File: src/rtl/ctl_round_pkg.sv
// Shared types and default timing/scoring constants for the duck-hunt round sequencer.
package ctl_round_pkg;

    typedef enum logic [2:0] {
        ST_IDLE         = 3'd0,
        ST_SPAWN_WAIT   = 3'd1,
        ST_FLIGHT       = 3'd2,
        ST_ESCAPE       = 3'd3,
        ST_DUCK_DONE    = 3'd4,
        ST_ROUND_RESULT = 3'd5,
        ST_GAME_OVER    = 3'd6
    } round_state_t;

    localparam int unsigned TIMER_W                = 10;
    localparam int unsigned DEF_DUCKS_PER_ROUND    = 10;
    localparam int unsigned DEF_SHOTS_PER_DUCK     = 3;
    localparam int unsigned DEF_PASS_HITS          = 6;
    localparam int unsigned DEF_SPAWN_DELAY_FRAMES = 60;
    localparam int unsigned DEF_ESCAPE_FRAMES      = 600;
    localparam int unsigned DEF_RESULT_FRAMES      = 90;

endpackage

File: src/rtl/ctl_round_if.sv
// Event inputs from trigger/duck logic and sequencer outputs to ctl_duck, ctl_ammo and the overlay.
interface ctl_round_if;
    import ctl_round_pkg::*;

    logic       new_frame;
    logic       start;
    logic       pause;
    logic       hit;
    logic       shot_fired;
    logic       duck_show;
    logic       duck_launch;
    logic       duck_escape;
    logic       ammo_reload;
    logic [3:0] round_num;
    logic [3:0] duck_idx;
    logic [3:0] hits_in_round;
    logic [2:0] state_code;
    logic       game_over;

    modport master (
        output new_frame, start, pause, hit, shot_fired, duck_show,
        input  duck_launch, duck_escape, ammo_reload, round_num, duck_idx,
               hits_in_round, state_code, game_over
    );

    modport slave (
        input  new_frame, start, pause, hit, shot_fired, duck_show,
        output duck_launch, duck_escape, ammo_reload, round_num, duck_idx,
               hits_in_round, state_code, game_over
    );

endinterface

File: src/rtl/ctl_round_frame_timer.sv
// Loadable frame down-counter; expires on a tick that finds the count already at zero.
module ctl_round_frame_timer
    import ctl_round_pkg::*;
(
    input  logic               clk,
    input  logic               rst,
    input  logic               load,
    input  logic [TIMER_W-1:0] load_val,
    input  logic               tick,
    output logic               expired
);

    logic [TIMER_W-1:0] count_q;

    always_ff @(posedge clk) begin
        if (!rst) begin
            count_q <= '0;
        end else if (load) begin
            count_q <= load_val;
        end else if (tick && (count_q != '0)) begin
            count_q <= count_q - 1'b1;
        end
    end

    assign expired = tick && (count_q == '0);

endmodule

File: src/rtl/ctl_round.sv
// Round sequencer: schedules duck launch/escape, ammo refill, and round advance or game over.
module ctl_round
    import ctl_round_pkg::*;
#(
    parameter int unsigned DUCKS_PER_ROUND    = DEF_DUCKS_PER_ROUND,
    parameter int unsigned SHOTS_PER_DUCK     = DEF_SHOTS_PER_DUCK,
    parameter int unsigned SPAWN_DELAY_FRAMES = DEF_SPAWN_DELAY_FRAMES,
    parameter int unsigned ESCAPE_FRAMES      = DEF_ESCAPE_FRAMES,
    parameter int unsigned RESULT_FRAMES      = DEF_RESULT_FRAMES,
    parameter int unsigned PASS_HITS          = DEF_PASS_HITS
) (
    input  logic        clk,
    input  logic        rst,
    ctl_round_if.slave  bus
);

    localparam logic [3:0]         DUCKS_L  = 4'(DUCKS_PER_ROUND);
    localparam logic [2:0]         SHOTS_L  = 3'(SHOTS_PER_DUCK);
    localparam logic [3:0]         PASS_L   = 4'(PASS_HITS);
    localparam logic [TIMER_W-1:0] SPAWN_L  = TIMER_W'(SPAWN_DELAY_FRAMES);
    localparam logic [TIMER_W-1:0] ESCAPE_L = TIMER_W'(ESCAPE_FRAMES);
    localparam logic [TIMER_W-1:0] RESULT_L = TIMER_W'(RESULT_FRAMES);

    round_state_t       state_q, state_n;
    logic [3:0]         round_q, round_n;
    logic [3:0]         didx_q, didx_n;
    logic [3:0]         hits_q, hits_n;
    logic [2:0]         shots_q, shots_n;
    logic               launch_q, launch_n;
    logic               reload_q, reload_n;
    logic               escape_q, gover_q;
    logic               tick, expired, tmr_load;
    logic [TIMER_W-1:0] tmr_val;

    function automatic logic [3:0] sat_inc4(input logic [3:0] v);
        return (v == 4'hF) ? v : v + 4'd1;
    endfunction

    function automatic logic [TIMER_W-1:0] entry_frames(input round_state_t s);
        case (s)
            ST_SPAWN_WAIT:   return SPAWN_L;
            ST_FLIGHT:       return ESCAPE_L;
            ST_ROUND_RESULT: return RESULT_L;
            default:         return '0;
        endcase
    endfunction

    assign tick = bus.new_frame & ~bus.pause;

    // Reloading on every state change (and on an abort into SPAWN_WAIT) gives each timed state a fresh count.
    assign tmr_load = bus.start | (state_n != state_q);
    assign tmr_val  = entry_frames(state_n);

    ctl_round_frame_timer u_timer (
        .clk      (clk),
        .rst      (rst),
        .load     (tmr_load),
        .load_val (tmr_val),
        .tick     (tick),
        .expired  (expired)
    );

    always_comb begin
        state_n  = state_q;
        round_n  = round_q;
        didx_n   = didx_q;
        hits_n   = hits_q;
        shots_n  = shots_q;
        launch_n = 1'b0;
        reload_n = 1'b0;

        if (bus.start) begin
            // A start request restarts the game from any state, pause included.
            state_n  = ST_SPAWN_WAIT;
            round_n  = 4'd1;
            didx_n   = 4'd0;
            hits_n   = 4'd0;
            shots_n  = 3'd0;
            reload_n = 1'b1;
        end else if (!bus.pause) begin
            case (state_q)
                ST_SPAWN_WAIT: begin
                    if (expired) begin
                        state_n  = ST_FLIGHT;
                        shots_n  = 3'd0;
                        launch_n = 1'b1;
                    end
                end
                ST_FLIGHT: begin
                    if (bus.hit) begin
                        hits_n  = sat_inc4(hits_q);
                        state_n = ST_DUCK_DONE;
                    end else begin
                        if (bus.shot_fired) shots_n = shots_q + 3'd1;
                        if ((bus.shot_fired && (shots_n == SHOTS_L)) || expired)
                            state_n = ST_ESCAPE;
                    end
                end
                ST_ESCAPE: begin
                    if (bus.hit) begin
                        hits_n  = sat_inc4(hits_q);
                        state_n = ST_DUCK_DONE;
                    end else if (!bus.duck_show) begin
                        state_n = ST_DUCK_DONE;
                    end
                end
                ST_DUCK_DONE: begin
                    if (!bus.duck_show) begin
                        didx_n = didx_q + 4'd1;
                        if (didx_n == DUCKS_L) begin
                            state_n = ST_ROUND_RESULT;
                        end else begin
                            state_n  = ST_SPAWN_WAIT;
                            reload_n = 1'b1;
                        end
                    end
                end
                ST_ROUND_RESULT: begin
                    if (expired) begin
                        if (hits_q >= PASS_L) begin
                            state_n  = ST_SPAWN_WAIT;
                            round_n  = sat_inc4(round_q);
                            didx_n   = 4'd0;
                            hits_n   = 4'd0;
                            reload_n = 1'b1;
                        end else begin
                            state_n = ST_GAME_OVER;
                        end
                    end
                end
                default: ;
            endcase
        end
    end

    always_ff @(posedge clk) begin
        if (!rst) begin
            state_q  <= ST_IDLE;
            round_q  <= 4'd1;
            didx_q   <= 4'd0;
            hits_q   <= 4'd0;
            shots_q  <= 3'd0;
            launch_q <= 1'b0;
            reload_q <= 1'b0;
            escape_q <= 1'b0;
            gover_q  <= 1'b0;
        end else begin
            state_q  <= state_n;
            round_q  <= round_n;
            didx_q   <= didx_n;
            hits_q   <= hits_n;
            shots_q  <= shots_n;
            launch_q <= launch_n;
            reload_q <= reload_n;
            escape_q <= (state_n == ST_ESCAPE);
            gover_q  <= (state_n == ST_GAME_OVER);
        end
    end

    assign bus.duck_launch   = launch_q;
    assign bus.duck_escape   = escape_q;
    assign bus.ammo_reload   = reload_q;
    assign bus.round_num     = round_q;
    assign bus.duck_idx      = didx_q;
    assign bus.hits_in_round = hits_q;
    assign bus.state_code    = state_q;
    assign bus.game_over     = gover_q;

endmodule

File: src/flat_wrapper.sv
// flat-port wrapper written by rule: the top's interface ports become plain ports
module ctl_round_flat import ctl_round_pkg::*;
#(
    parameter int unsigned DUCKS_PER_ROUND    = DEF_DUCKS_PER_ROUND,
    parameter int unsigned SHOTS_PER_DUCK     = DEF_SHOTS_PER_DUCK,
    parameter int unsigned SPAWN_DELAY_FRAMES = DEF_SPAWN_DELAY_FRAMES,
    parameter int unsigned ESCAPE_FRAMES      = DEF_ESCAPE_FRAMES,
    parameter int unsigned RESULT_FRAMES      = DEF_RESULT_FRAMES,
    parameter int unsigned PASS_HITS          = DEF_PASS_HITS
)
  (clk, rst, bus_new_frame, bus_start, bus_pause, bus_hit, bus_shot_fired, bus_duck_show, bus_duck_launch, bus_duck_escape, bus_ammo_reload, bus_round_num, bus_duck_idx, bus_hits_in_round, bus_state_code, bus_game_over);
  ctl_round_if bus_i ();
  input  logic clk;
  input  logic rst;
  input wire logic [$bits(bus_i.new_frame)-1:0] bus_new_frame;
  input wire logic [$bits(bus_i.start)-1:0] bus_start;
  input wire logic [$bits(bus_i.pause)-1:0] bus_pause;
  input wire logic [$bits(bus_i.hit)-1:0] bus_hit;
  input wire logic [$bits(bus_i.shot_fired)-1:0] bus_shot_fired;
  input wire logic [$bits(bus_i.duck_show)-1:0] bus_duck_show;
  output wire logic [$bits(bus_i.duck_launch)-1:0] bus_duck_launch;
  output wire logic [$bits(bus_i.duck_escape)-1:0] bus_duck_escape;
  output wire logic [$bits(bus_i.ammo_reload)-1:0] bus_ammo_reload;
  output wire logic [$bits(bus_i.round_num)-1:0] bus_round_num;
  output wire logic [$bits(bus_i.duck_idx)-1:0] bus_duck_idx;
  output wire logic [$bits(bus_i.hits_in_round)-1:0] bus_hits_in_round;
  output wire logic [$bits(bus_i.state_code)-1:0] bus_state_code;
  output wire logic [$bits(bus_i.game_over)-1:0] bus_game_over;
  assign bus_i.new_frame = bus_new_frame;
  assign bus_i.start = bus_start;
  assign bus_i.pause = bus_pause;
  assign bus_i.hit = bus_hit;
  assign bus_i.shot_fired = bus_shot_fired;
  assign bus_i.duck_show = bus_duck_show;
  assign bus_duck_launch = bus_i.duck_launch;
  assign bus_duck_escape = bus_i.duck_escape;
  assign bus_ammo_reload = bus_i.ammo_reload;
  assign bus_round_num = bus_i.round_num;
  assign bus_duck_idx = bus_i.duck_idx;
  assign bus_hits_in_round = bus_i.hits_in_round;
  assign bus_state_code = bus_i.state_code;
  assign bus_game_over = bus_i.game_over;
  ctl_round #(.DUCKS_PER_ROUND(DUCKS_PER_ROUND), .SHOTS_PER_DUCK(SHOTS_PER_DUCK), .SPAWN_DELAY_FRAMES(SPAWN_DELAY_FRAMES), .ESCAPE_FRAMES(ESCAPE_FRAMES), .RESULT_FRAMES(RESULT_FRAMES), .PASS_HITS(PASS_HITS)) u_core (.clk(clk), .rst(rst), .bus(bus_i));
endmodule
File: config.mk
export PLATFORM = sky130hd
export DESIGN_NAME = ctl_round_flat
export DESIGN_NICKNAME = d
export VERILOG_FILES = /design/src/rtl/ctl_round_pkg.sv /design/src/rtl/ctl_round_if.sv /design/src/rtl/ctl_round_frame_timer.sv /design/src/rtl/ctl_round.sv /design/src/flat_wrapper.sv
export SDC_FILE = /design/constraint.sdc
export NUM_CORES = 1
export LEC_CHECK = 0
export ABC_AREA = 1
export BUFFER_PORTS_ARGS = -buffer_cell sky130_fd_sc_hd__buf_2
export CAP_MARGIN = 40
export CELL_PAD_IN_SITES_DETAIL_PLACEMENT = 1
export CELL_PAD_IN_SITES_GLOBAL_PLACEMENT = 1
export CORE_ASPECT_RATIO = 1.1
export CORE_MARGIN = 4
export CORE_UTILIZATION = 31
export CTS_BUF_LIST = sky130_fd_sc_hd__clkbuf_2
export DETAILED_ROUTE_END_ITERATION = 6
export HOLD_SLACK_MARGIN = 0.1
export PLACE_DENSITY = 0.67
export SETUP_SLACK_MARGIN = 0.2
export SLEW_MARGIN = 5
export SYNTH_ARGS = -nofsm -noshare
export SYNTH_HDL_FRONTEND = slang
export SYNTH_SLANG_ARGS = --single-unit
File: constraint.sdc
create_clock -name clk -period 2 [get_ports clk]
set_input_delay 0.4 -clock clk [delete_from_list [all_inputs] [get_ports clk]]
set_output_delay 0.4 -clock clk [all_outputs]
set_load 0.005 [all_outputs]
; Yosys cells after proc, flatten, opt, wreduce, memory -nomap -nowiden
; Cells that the tools add are included.
; Widths: inputs -> output; s select.
[totals]
regBits = 32
latchBits = 0
ramBits = 0
mem_bits_ro = 0
input_bits = 8
memories = 0
[op_classes]
add_sub_neg = 5
multipliers = 0
n_div = 0
n_lt_le_gt_ge = 1
n_eq_ne = 22
shift = 0
muxes = 38
n_bitwise = 6
reduce_logical = 17
[ops]
columns = operator, count
row1 = $mux 3, 18
row2 = $pmux 10 s3, 1
row3 = $mux 10, 2
row4 = $mux 4, 5
row5 = $pmux 4 s2, 2
row6 = $eq 3x2->1 const B, 5
row7 = $pmux 3 s5, 1
row8 = $add 4x1->4 const B, 3
row9 = $eq 3x3->1 const B, 4
row10 = $eq 4x4->1 const B, 3
row11 = $logic_not 10->1, 1
row12 = $reduce_and 5->1, 2
row13 = $reduce_bool 10->1, 1
row14 = $sub 10x1->10 const B, 1
row15 = $ne 2x1->1 const B, 4
row16 = $reduce_bool 2->1, 4
row17 = $mux 1, 7
row18 = $eq 3x1->1 const B, 2
row19 = $ne 2x2->1 const B, 3
row20 = $pmux 3 s2, 1
row21 = $reduce_and 6->1, 1
row22 = $ge 4x3->1 const B, 1
row23 = $not 1->1, 4
row24 = $reduce_and 4->1, 1
row25 = 9 further kinds, 12

; Longest topological paths before layout
[depth]
ltp_word = 17
depth_mapped = 18
ltp_nobuf = 17

; By module
; From an unflattened synthesis, not the netlist that was laid out.
[hier_totals]
hier_cells = 344
hier_area_um2 = 2245.9
[modules_own_cells]
columns = mod, n_inst, cells_each, area_each_um2
row1 = ctl_round, 1, 234, 1500.2
row2 = ctl_round_frame_timer, 1, 110, 745.7

; Worst setup path after synthesis
; OpenSTA, ideal clock, no wires.
[synth_timing]
kind = register to register
startpoint = reg u_core.hits_q[0], in the netlist u_core.bus.hits_in_round[0]
endpoint = reg u_core.u_timer.count_q[5]
arrival_time_ns = 1.735
required_ns = 1.883
setup_slack_ns = 0.147
path_stages_with_launch = 18
period_less_slack_ns = 1.853
path_cell_list = dfxtp_1 > inv_1 > ha_1 > nand2_1 > nand3_1 > nand4_1 > nand2_1 > nand2_1 > nand2_1 > nand2_1 > nand3_2 > nand2_4 > nor2_4 > buf_8 > nand2_2 > nand2_1 > nor2_1 > nor2_1
[synth_via]
elab_chain_cells = 9
elab_cells_between_ends = 14
cone_classes = 1 x order compare / 4 x eq/ne / 7 x mux / 1 x bitwise / 1 x reduce/logical
[synth_rtl]
columns = item, line_no
row1 = start: declaration, ctl_round.sv:27  ; logic [3:0] hits_q, hits_n;
row2 = start signal: assignment, ctl_round.sv:151  ; hits_q <= hits_n;
row3 = $ge 4x3->1 *, ctl_round.sv:120  ; if (hits_q >= PASS_L) begin
row4 = $mux 3 *, ctl_round.sv:120
row5 = $mux 3 *, ctl_round.sv:119  ; if (expired) begin
row6 = $pmux 3 s5 *, ctl_round.sv:81  ; case (state_q)
row7 = $mux 3 *, ctl_round.sv:80  ; end else if (!bus.pause) begin
row8 = $mux 3 *, ctl_round.sv:72  ; if (bus.start) begin
row9 = "$eq 3x3->1, or another cell as far along", ctl_round.sv:40  ; case (s)
row10 = $pmux 10 s3 or $or 1x1->1 (tied branches), "ctl_round.sv:40, ctl_round.sv:51"
row11 = $mux 10 or $reduce_bool 2->1 (tied branches), --
row12 = end signal: assignment, ctl_round_frame_timer.sv:19  ; count_q <= load_val;
row13 = end signal: assignment, ctl_round_frame_timer.sv:21  ; count_q <= count_q - 1'b1;
row14 = end: declaration, ctl_round_frame_timer.sv:13  ; logic [TIMER_W-1:0] count_q;
; Mark *: on every way between the ends. The rest lies on a longest branch, timed or not.
; A chain may end at the register's enable or synchronous reset.

; Worst setup path in the final report
[layout_timing]
startpoint = reg u_core.u_timer.count_q[1]
endpoint = reg u_core.u_timer.count_q[4]
[layout_via]
elab_chain_cells = 11
elab_cells_between_ends = 22
cone_classes = 1 x add/sub / 4 x eq/ne / 10 x mux / 1 x bitwise / 6 x reduce/logical
[layout_rtl]
columns = item, line_no
row1 = $logic_not 10->1, ctl_round_frame_timer.sv:25  ; assign expired = tick && (count_q == '0);
row2 = $logic_and 1x1->1, ctl_round_frame_timer.sv:25
row3 = $logic_or 1x1->1, ctl_round.sv:95  ; if ((bus.shot_fired && (shots_n == SHOTS_L)) || expired)
row4 = $mux 3, ctl_round.sv:95
row5 = $mux 3, ctl_round.sv:90  ; if (bus.hit) begin
row6 = $pmux 3 s5, ctl_round.sv:81
row7 = $mux 3, ctl_round.sv:80
row8 = $mux 3, ctl_round.sv:72
row9 = "$eq 3x3->1, or another cell as far along", ctl_round.sv:40
row10 = $pmux 10 s3 or $or 1x1->1 (tied branches), "ctl_round.sv:40, ctl_round.sv:51"
row11 = $mux 10 or $reduce_bool 2->1 (tied branches), --
; Several ways; a longest one is shown, not always the timed one. The select of a mux whose other input is x is not followed.

==> results <==
- The flow ran to the end, but the final reports show violations.
- The final reports fail on negative setup slack.
- For this design the static power due to leakage is 1.42 nW.
- The maximum net fanout on the critical path is 5.
- The slack of the worst reg-to-reg path is -0.13 ns.
- The hold violation total from the final report is 0.
- The required time of the worst setup path is 2.33 ns.
- The final cell utilization of the core is 46.7%.
- The pre-antenna-repair detailed-routing pass consisted of 4 iterations.
- The critical path contains buffers and inverters numbering 3 combined.
- The worst min-delay path category is in -> reg.
- The clock passes through at most 2 buffers.
- The combinational cell fraction of total power is 33.6%.
- The part of the cycle the worst path needs is 106%.
- The main combinational cell family by area after synthesis is simple AND/OR/NAND/NOR gates.
- The fraction of final layout cells with drive strength greater than 1 is 47.6%.
- Compared with the post-synthesis result, the final layout area differs by 45.7%.
- The HPWL after detailed placement is 5.10 mm.
- The clock tree synthesis step divided the H-tree into 2 levels.
- The startpoint type of the worst setup path is a flop.
- The fraction of the mapped netlist area in compound gates is 12.5%.
- The type of the setup path with the least slack is reg -> reg.
- Synthesis instantiated 31 different standard cells from the library.
- Setup repair after global routing could not meet its margin everywhere.
- A synthesized cell averages 6.71 sq um.
- The most numerous cell on the critical path is sky130_fd_sc_hd__nand2_4.
- The startpoint identified for the worst hold timing path is bus_shot_fired.
- The number of max-cap violations is 0.
- STA classifies the critical path endpoint as a flop.
- The most common flop cell mapped by yosys is sky130_fd_sc_hd__dfxtp_1.
- The number of global-route vias before repair is 2,501.
- Detailed routing inserted a total of 2,388 vias.
- The floorplan step set the die width to 87.0 microns.
- The max-slew violation count is 0.
- The pin count of the biggest net entering global routing is 12.
- The repair_antennas step left the layout with diodes totalling 0.
- The peak supply drop is 0.229 mV.
- Along the worst hold path, the cell count comes to 3.
- For this design the top-level I/O count stands at 27.
- The number of enable-type register cells in the synthesized netlist is 0.
- The clock sink count is 32.
- The cell row count is 31.
- The synthesized netlist devotes 4.71% of its cell area to adder and majority cells.
- The start of the worst register-to-register path is u_core.u_timer.count_q[1].
- The clock reaches the later pin of the worst-skew pair after 0.39 ns.
- After detailed routing, the total wire length is 7.45 mm.
- Summing the sequential cell areas from Yosys gives 30.1% of the chip area.
- The path with the worst hold slack has its endpoint at u_core.shots_q[1].
- The number of buffers inserted during clock tree synthesis is 5.
- The first routing iteration left 68 violations.
- Across all setup checks in the final design, the least slack found is -0.127 ns.
- The floorplan core area is 6630 sq um.
- For the pin with the worst max-slew slack, the measured transition is 0.642 ns.
- In this design, the largest share of critical-path delay is due to simple AND/OR/NAND/NOR gates.
- Dividing the detail-routed via count by the number of cells gives 4.99.
- The setup TNS is -0.810 ns.
- Global routing used 17.3% of the available tracks.
- During placement, the flow inserted port buffers numbering 26.
- The synthesized netlist cell count is 317.
- Clock-pin slew was measured on the worst setup and hold paths at 0.19 ns.
- Multiplexer cells account for 0% of the synthesized area.
- The fmax is 0.470 GHz.
- The worst slew slack as a fraction of its limit is 56.9%.
- The wire length of the first global-routing pass is 11.3 mm.
- The length in cells of the worst reg-to-reg path is 16.
- The critical register-to-register path endpoint is u_core.u_timer.count_q[4].
- The number of antenna violations at the first check in global routing came to 0.
- Hold repair after CTS inserted 0 buffers.
- The Yosys step of the flow raised 0 warnings.
- The clock arrives with 0.0323 ns of skew.
- The cell area after synthesis is 2130 sq um.
- The share of synthesized registers carrying an async set or reset is 0%.
- The synthesized netlist devotes 2.88% of its cell area to XOR and XNOR gates.
- At the worst endpoint, the arrival time is 2.45 ns.
- The die covers 8250 sq um.
- The number of routed nets with antenna violations is 0.
- The residual overflow from global routing is 0.
- The number of nets in the synthesized netlist is 333.
- The vertical extent of the die is 94.9 microns.
- The master cell of the clock root buffer is sky130_fd_sc_hd__clkbuf_2.
- The internal power of the cells is 0.938 mW.
- The switching power of the nets is 0.560 mW.
- Of the total power, the clock network draws 20.5%.
- The CTS tree is built.
- The worst-path cell with the longest stage delay is sky130_fd_sc_hd__dfxtp_2.
- The fraction of the mapped netlist area in simple logic gates is 39.8%.
- Of the total power, the share spent switching nets is 37.4%.
- The average wire per standard cell is 15.6 microns.
- Once the floorplan was initialized, standard cells occupied 32.1% of the core.
- At the end of the flow, the number of nets in the layout was 413.
- Setup violations remaining at the end of the flow were counted as 10.
- For the finished layout, the period the worst path requires is 2.13 ns.
- The power density normalized to cell area is 483 nW/um^2.
- The stage delay of the slowest cell on the critical path is 0.37 ns.
- The proportion of power drawn by flip-flops and latches is 46.0%.
- The global placer's final weighted congestion is 0.846.
- The signal on the critical path passes through inv_2 -> ha_4 -> nand2_4 -> nor2_4 -> nand3_4 -> a21oi_2 -> nand3_2 -> nand2_2 -> nand2_2 -> nand2_4 -> nand2_4 -> nor2_4 -> buf_6 -> buf_12 -> o21ai_1 -> a21oi_1.
- In the routed design, unresolved DRC markers number 0.
- In this run, synthesis produced a sequential element count of 32.
tightest hold or removal path, delay by kind of cell:
kind | cells | cell delay [ns]
buf+inv | 1 | 0.12
simple gates | 1 | 0.09
compound gates | 1 | 0.09
state kept, by name (all words and copies together) (netlist names), 3 cells and up:
signal and flops:
u_core.bus.round_num 4, u_core.shots_q 3, u_core.bus.hits_in_round 4, u_core.bus.duck_idx 4, u_core.u_timer.count_q 10, u_core.bus.state_code 3
power groups by stage:
stage | Combinational [mW] | Sequential [mW] | Clock (mW)
after detailed placement | 0.361 | 0.693 | 0
after global routing | 0.546 | 0.692 | 0.342
final | 0.503 | 0.688 | 0.306
after floorplan | 0.239 | 0.691 | 0
after global placement | 0.353 | 0.693 | 0
after CTS | 0.424 | 0.683 | 0.320
per-stage QoR:
step	instance area (sq um)	instances	hold WS [ns]	worst slack, ns	power [mW]
floorplan	2130	317	0.462	0.191	0.931
finish	3100	479	0.342	-0.127	1.50
global route	3100	479	0.342	-0.249	1.58
CTS	2830	472	0.309	0.00491	1.43
detailed placement	2570	451	0.482	-0.0628	1.05
global placement	2570	451	0.475	-0.0258	1.05
placed cells by master, fill, tap and decap left out, types with 7 or more instances in the layout:
cell type                 count
sky130_fd_sc_hd__inv_1       31
sky130_fd_sc_hd__nand3_2      9
sky130_fd_sc_hd__nor2_1      28
sky130_fd_sc_hd__nand2_2     16
sky130_fd_sc_hd__nand2_4      7
sky130_fd_sc_hd__o21ai_0     10
sky130_fd_sc_hd__nand3_1     16
sky130_fd_sc_hd__a21oi_1     13
sky130_fd_sc_hd__buf_4       41
sky130_fd_sc_hd__inv_2       17
sky130_fd_sc_hd__nand2_1     50
sky130_fd_sc_hd__nor2_2       9
sky130_fd_sc_hd__dfxtp_1     21
sky130_fd_sc_hd__nor2_4       9
sky130_fd_sc_hd__buf_2       26
sky130_fd_sc_hd__dfxtp_2     10
sky130_fd_sc_hd__o21ai_1      7
sky130_fd_sc_hd__nand4_1      7
per-layer routing:
| layer | track usage [%] | wire (microns) |
|---|---|---|
| met1 | 19.3 | 3060 |
| met2 | 32.3 | 4030 |
| met3 | 2.79 | 204 |
| met4 | 6.75 | 153 |
| met5 | 0 | 0 |
cell usage after synthesis (4+ instances only):
cell,instances,share of area [%]
sky130_fd_sc_hd__o21ai_0,19,4.5
sky130_fd_sc_hd__nor2_2,7,2.1
sky130_fd_sc_hd__dfxtp_1,32,30
sky130_fd_sc_hd__a21oi_1,16,3.8
sky130_fd_sc_hd__ha_1,8,4.7
sky130_fd_sc_hd__nand4_1,7,2.1
sky130_fd_sc_hd__nand3_2,4,1.9
sky130_fd_sc_hd__nand3_1,23,5.4
sky130_fd_sc_hd__nor2_4,5,2.6
sky130_fd_sc_hd__nor3_1,10,2.4
sky130_fd_sc_hd__inv_1,41,7.2
sky130_fd_sc_hd__a211oi_1,5,1.8
sky130_fd_sc_hd__nand2_2,11,3.2
sky130_fd_sc_hd__xor2_1,6,2.5
sky130_fd_sc_hd__inv_2,10,1.8
sky130_fd_sc_hd__nand2_1,60,11
sky130_fd_sc_hd__nor2_1,34,6.0
kinds of logic after synthesis:
kind of cell / after synthesis
xor gates and xnor gates: 7
buffers and inverters: 54
DFF: 32
AOI/OAI and AO/OA: 47
and+or+nand+nor: 169
adders and majority gates: 8
final cells by class:
class | instances | area, sq um
Clock buffer | 5 | 25.0
Clock inverter | 2 | 7.51
Fill cell | 846 | 3530
Inverter | 52 | 206
Multi-Input combinational cell | 231 | 1540
Sequential cell | 32 | 657
Tap cell | 82 | 103
Timing Repair Buffer | 75 | 562
timing repair:
action	CTS	global route
buffers inserted	13	7
gates cloned	1	0
pin swaps	8	17
gates resized for setup	34	63
setup endpoints to repair	19	27
endpoints found under the hold margin	0	0
how the worst max path moves through the flow:
stage,startpoint,endpoint,slack (ns),cells after the start
floorplan,u_core.bus.hits_in_round[0],u_core.u_timer.count_q[5],0.19,17
global placement,u_core.bus.hits_in_round[0],u_core.u_timer.count_q[1],-0.03,14
detailed placement,u_core.bus.hits_in_round[0],u_core.u_timer.count_q[1],-0.06,14
CTS,u_core.u_timer.count_q[0],u_core.u_timer.count_q[5],0.005,18
global route,u_core.u_timer.count_q[0],u_core.u_timer.count_q[4],-0.25,16
finish,u_core.u_timer.count_q[1],u_core.u_timer.count_q[4],-0.13,16
Note: power is estimated with default switching activity, not from simulation.
